--- src/rtl/pipe_ctrl_if.sv ---
// Pipeline control bundle: hazard levels in from the datapath, stage enables/flushes out.
// master = sequencing controller, slave = pipeline datapath.
interface pipe_ctrl_if;
  logic       lu_hazard_D;
  logic       md_use_D;
  logic       md_start_E;
  logic       md_is_div_E;
  logic       exc_req_M;
  logic       eret_D;
  logic       epc_wr_pending;
  logic       en_PC;
  logic       en_FD;
  logic       flush_FD;
  logic       clr_DE;
  logic       clr_EM;
  logic [1:0] pc_sel;
  logic       md_busy;
  logic [3:0] md_cnt;
  logic [1:0] state;

  modport master (
    input  lu_hazard_D, md_use_D, md_start_E, md_is_div_E, exc_req_M, eret_D, epc_wr_pending,
    output en_PC, en_FD, flush_FD, clr_DE, clr_EM, pc_sel, md_busy, md_cnt, state
  );

  modport slave (
    output lu_hazard_D, md_use_D, md_start_E, md_is_div_E, exc_req_M, eret_D, epc_wr_pending,
    input  en_PC, en_FD, flush_FD, clr_DE, clr_EM, pc_sel, md_busy, md_cnt, state
  );
endinterface

--- src/rtl/pipe_ctrl.sv ---
// 5-stage MIPS sequencing: reset > exception > ERET > stall > normal, plus mult/div busy counter.
// Enables/flushes are zero-latency combinational; backpressure is a PC/F-D hold with a D/E bubble.
module pipe_ctrl #(
  parameter int MULT_LAT = 5,
  parameter int DIV_LAT  = 10
) (
  input  logic        clk,
  input  logic        reset,
  pipe_ctrl_if.master pif
);

  typedef enum logic [1:0] {
    RUN   = 2'd0,
    HOLD  = 2'd1,
    REDIR = 2'd2
  } state_t;

  state_t     state_q;
  state_t     state_d;
  logic [3:0] cnt_q;
  logic       md_go;
  logic       busy;
  logic       stall;

  logic       en_pc;
  logic       en_fd;
  logic       flush_fd;
  logic       clr_de;
  logic       clr_em;
  logic [1:0] pc_sel;

  // A start coinciding with an exception belongs to a squashed instruction.
  assign md_go = pif.md_start_E & ~pif.exc_req_M;
  assign busy  = (cnt_q != 4'd0) | md_go;
  assign stall = pif.lu_hazard_D | (pif.md_use_D & busy);

  always_ff @(posedge clk) begin
    if (reset) begin
      cnt_q <= 4'd0;
    end else if (md_go) begin
      cnt_q <= pif.md_is_div_E ? 4'(DIV_LAT) : 4'(MULT_LAT);
    end else if (cnt_q != 4'd0) begin
      cnt_q <= cnt_q - 4'd1;
    end
  end

  always_ff @(posedge clk) begin
    if (reset) begin
      state_q <= RUN;
    end else begin
      state_q <= state_d;
    end
  end

  always_comb begin
    state_d  = RUN;
    en_pc    = 1'b1;
    en_fd    = 1'b1;
    flush_fd = 1'b0;
    clr_de   = 1'b0;
    clr_em   = 1'b0;
    pc_sel   = 2'd0;

    if (reset) begin
      flush_fd = 1'b1;
      clr_de   = 1'b1;
      clr_em   = 1'b1;
    end else if (pif.exc_req_M) begin
      // pc_sel 1 steers fetch to the exception vector 32'h00004180.
      pc_sel   = 2'd1;
      flush_fd = 1'b1;
      clr_de   = 1'b1;
      clr_em   = 1'b1;
      state_d  = REDIR;
    end else if (state_q == REDIR) begin
      // D holds the bubble from the redirect, so its hazard/ERET bits are stale.
      state_d = RUN;
    end else if (pif.eret_D) begin
      if (pif.epc_wr_pending) begin
        en_pc   = 1'b0;
        en_fd   = 1'b0;
        clr_de  = 1'b1;
        state_d = HOLD;
      end else begin
        // F/D reset+enable with ERET in D loads EPC into PC_D.
        pc_sel   = 2'd2;
        flush_fd = 1'b1;
        state_d  = REDIR;
      end
    end else if (stall) begin
      en_pc  = 1'b0;
      en_fd  = 1'b0;
      clr_de = 1'b1;
    end
  end

  assign pif.en_PC    = en_pc;
  assign pif.en_FD    = en_fd;
  assign pif.flush_FD = flush_fd;
  assign pif.clr_DE   = clr_de;
  assign pif.clr_EM   = clr_em;
  assign pif.pc_sel   = pc_sel;
  assign pif.md_busy  = busy & ~reset;
  assign pif.md_cnt   = cnt_q;
  assign pif.state    = state_q;

endmodule

--- src/flat_wrapper.sv ---
// flat-port wrapper written by rule: the top's interface ports become plain ports
module pipe_ctrl_flat 
#(
  parameter int MULT_LAT = 5,
  parameter int DIV_LAT  = 10
)
  (clk, reset, pif_lu_hazard_D, pif_md_use_D, pif_md_start_E, pif_md_is_div_E, pif_exc_req_M, pif_eret_D, pif_epc_wr_pending, pif_en_PC, pif_en_FD, pif_flush_FD, pif_clr_DE, pif_clr_EM, pif_pc_sel, pif_md_busy, pif_md_cnt, pif_state);
  pipe_ctrl_if pif_i ();
  input  logic clk;
  input  logic reset;
  input wire logic [$bits(pif_i.lu_hazard_D)-1:0] pif_lu_hazard_D;
  input wire logic [$bits(pif_i.md_use_D)-1:0] pif_md_use_D;
  input wire logic [$bits(pif_i.md_start_E)-1:0] pif_md_start_E;
  input wire logic [$bits(pif_i.md_is_div_E)-1:0] pif_md_is_div_E;
  input wire logic [$bits(pif_i.exc_req_M)-1:0] pif_exc_req_M;
  input wire logic [$bits(pif_i.eret_D)-1:0] pif_eret_D;
  input wire logic [$bits(pif_i.epc_wr_pending)-1:0] pif_epc_wr_pending;
  output wire logic [$bits(pif_i.en_PC)-1:0] pif_en_PC;
  output wire logic [$bits(pif_i.en_FD)-1:0] pif_en_FD;
  output wire logic [$bits(pif_i.flush_FD)-1:0] pif_flush_FD;
  output wire logic [$bits(pif_i.clr_DE)-1:0] pif_clr_DE;
  output wire logic [$bits(pif_i.clr_EM)-1:0] pif_clr_EM;
  output wire logic [$bits(pif_i.pc_sel)-1:0] pif_pc_sel;
  output wire logic [$bits(pif_i.md_busy)-1:0] pif_md_busy;
  output wire logic [$bits(pif_i.md_cnt)-1:0] pif_md_cnt;
  output wire logic [$bits(pif_i.state)-1:0] pif_state;
  assign pif_i.lu_hazard_D = pif_lu_hazard_D;
  assign pif_i.md_use_D = pif_md_use_D;
  assign pif_i.md_start_E = pif_md_start_E;
  assign pif_i.md_is_div_E = pif_md_is_div_E;
  assign pif_i.exc_req_M = pif_exc_req_M;
  assign pif_i.eret_D = pif_eret_D;
  assign pif_i.epc_wr_pending = pif_epc_wr_pending;
  assign pif_en_PC = pif_i.en_PC;
  assign pif_en_FD = pif_i.en_FD;
  assign pif_flush_FD = pif_i.flush_FD;
  assign pif_clr_DE = pif_i.clr_DE;
  assign pif_clr_EM = pif_i.clr_EM;
  assign pif_pc_sel = pif_i.pc_sel;
  assign pif_md_busy = pif_i.md_busy;
  assign pif_md_cnt = pif_i.md_cnt;
  assign pif_state = pif_i.state;
  pipe_ctrl #(.MULT_LAT(MULT_LAT), .DIV_LAT(DIV_LAT)) u_core (.clk(clk), .reset(reset), .pif(pif_i));
endmodule
--- config.mk ---
export PLATFORM = sky130hd
export DESIGN_NAME = pipe_ctrl_flat
export DESIGN_NICKNAME = d
export VERILOG_FILES = /design/src/rtl/pipe_ctrl_if.sv /design/src/rtl/pipe_ctrl.sv /design/src/flat_wrapper.sv
export SDC_FILE = /design/constraint.sdc
export NUM_CORES = 1
export LEC_CHECK = 0
export CAP_MARGIN = 20
export CORE_AREA = 4 4 41 43
export CTS_CLUSTER_SIZE = 20
export DETAILED_ROUTE_END_ITERATION = 12
export DIE_AREA = 0 0 45 47
export DONT_BUFFER_PORTS = 1
export HOLD_SLACK_MARGIN = 0.03
export PLACE_DENSITY_LB_ADDON = 0.2
export SYNTH_ARGS = -nofsm -noshare
export SYNTH_HDL_FRONTEND = slang
export SYNTH_SLANG_ARGS = --single-unit
--- constraint.sdc ---
create_clock -name clk -period 3.4 [get_ports clk]
set_clock_uncertainty 0.2 [all_clocks]
set_input_delay 0.68 -clock clk [delete_from_list [all_inputs] [get_ports clk]]
set_output_delay 0.68 -clock clk [all_outputs]
set_load 0.01 [all_outputs]
==> out/qor.yml <==
arrival_ps: 1690
cts_max_level: 1
io_buffer_count: 0
finalNetCount: 65
cts_tree: "done"
reg2reg_slack_ps: 1790
ys_ff_latch: 6
hold_buffers: 0
worstSkewPairLatency_ps: 240
synth_fp_nets: 63
reg2reg_to: "u_core.pif.md_cnt[0]"
holdCritPathClass: "input port to flip-flop"
coreArea_sq_mm: 0.001301
drv_cap: 0
cp.required_ps: 2520
drt-initial-drc-count: 8
startpoint_type: "flip-flop"
clock_sinks: 6
grt_pass1_vias: 309
regArea_sq_um: 120.1
min_period_ps: 2567
wl_per_cell_um: 13.06
synth_cell_types: 28
grt_overflow_total: 0
worst_pin_slew_ps: 449.6
synthAdderAreaFrac: 0.06079
crit_type: "flip-flop to output pin"
slew_headroom: 0.6996
p_leak_nw: 0.1797
synth_top_family_by_area: "simple AND/OR/NAND/NOR gates"
dp.final_hpwl_um: 720.9
drive_gt1_frac: 0.1346
ys.flop_type: "dfxtp_1"
numCtsBuffers: 3
grt_pass1_wl_um: 1324
top_usage_layer: "met4"
area_growth_pct: 4.255
min_delay_path_depth: 1
die_w_um: 45
min_to: "u_core.pif.md_cnt[2]"
ctsResizeCount: 0
root_buffer: "clkbuf_4"
tns_ps: 0
p_per_area_mw_per_mm2: 800.8
drt-total-wl_um: 875
syn_inst: 52
synth-simple-area-share: 0.3435
ant_nets: 0
clock_path_buffers: 2
grt_max_degree: 11
grt_antenna_before_repair: 0
synth_xor_area_frac: 0.02128
dp.cells: 64
dr_total_vias: 365
fin_cells: 67
initial_utilization: 0.3163
grt_use_met1: 0.1068
final_common_cell: "nor2_1"
fmax_mhz: 389.5
timing.final.crit_share: 0.7550
slew_violations: 0
hold_start: "reset"
drc: 0
netlist_area_sq_um: 411.6
outcome: "finished clean"
final_util: 0.3298
setup_viol: 0
track_usage: 0.09558
die_h_um: 47
power.total_mw: 0.3437
layout_common_cells: "nor2_1, dfxtp_1, inv_1, nand2_1, clkbuf_4"
multi_input_area_sq_um: 249.0
synth_area_per_cell_sq_um: 7.916
ir_drop_mv: 0.2652
first_pass_iters: 3
async_flop_share: 0
worst-path-max-fanout: 5
rows: 13
use_met2: 0.1215
ios: 23
clk_pin_slew_worst_paths_ps: 50
post-cts-setup-buffers: 0
dp_slack_ps: 1075
synth_compound_area_frac: 0.1550
yosysWarnings: 0
seq_area_frac_synth: 0.2918
grt_util_met3: 0.03831
nFillCells: 148
muxShareOfSynthArea: 0.02432
layout_setup_ws_ps: 832.9
design.die.area_sq_mm: 0.002115
hold_violations: 0
synth_edf_count: 0
grt_setup_unrepaired: "no"
viasPerCell: 5.448
gp_congestion: 0.7088
cp-end-kind: "output pin"
antenna_cells: 0
reg2reg_from: "u_core.pif.md_cnt[0]"
worstRegToRegCells: 5
power by group:
group	leakage, nW	internal [mW]	switching [mW]
clock network	0.0138	0.0399	0.0255
registers	0.0497	0.0917	0.0382
logic	0.116	0.0732	0.0752
logic make-up after synthesis:
logic type | count (synthesis)
AO/OA/AOI/OAI | 8
buffers and inverters | 8
flip-flops | 6
multiplexers | 1
adder cells (fa/ha/maj) | 2
XOR/XNOR | 1
AND/OR/NAND/NOR | 26
stage by stage:
stage	area, sq um	hold WS, ps
3_5_place_dp	406.6	358.7
3_3_place_gp	406.6	365.9
2_1_floorplan	411.6	317.8
5_1_grt	429.2	283.6
4_1_cts	429.2	295.5
6_report	429.2	302.4
state kept, by name, indices dropped and copies added (netlist names):
| register | count |
|---|---|
| u_core.pif.md_cnt | 4 |
| u_core.pif.state | 2 |
worst max-delay path, cell delays in order, from the launching register on:
cell	delay, ps
dfxtp_1	440
inv_1	100
ha_1	230
nor3b_2	190
a311oi_2	290
nand2_1	200
area by class of cell:
class | instances | share of cell area
Inverter | 5 | 0.04373
Tap cell | 15 | 0.04373
Clock buffer | 3 | 0.05248
Multi-Input combinational cell | 38 | 0.5802
Sequential cell | 6 | 0.2799
worst max-delay path by stage:
stage	from	end	slack, ps
detailed placement	pif_exc_req_M	pif_en_PC	1070
floorplan	pif_exc_req_M	pif_en_PC	1060
CTS	u_core.pif.md_cnt[0]	pif_en_PC	810
finish	u_core.pif.md_cnt[0]	pif_en_PC	830
global route	u_core.pif.md_cnt[0]	pif_en_PC	710
global placement	pif_exc_req_M	pif_clr_DE	1090
cell usage after synthesis (2+ instances only):
master / count / area [sq um]
a21oi_1: 2 / 10.01
dfxtp_1: 6 / 120.1
ha_1: 2 / 25.02
inv_1: 4 / 15.01
nand2_1: 4 / 15.01
nand2b_1: 2 / 12.51
nand4_1: 2 / 12.51
nor2_1: 8 / 30.03
nor2b_1: 2 / 12.51
nor3_1: 2 / 10.01
layer usage:
layer	part of all wire	wire length (um)	vias to the layer above
met3	0.079	69	4
met5	0	0	-
li1	-	-	178
met1	0.44	383	169
met2	0.44	385	14
met4	0.041	36	0
(Power assumes the default switching activity.)
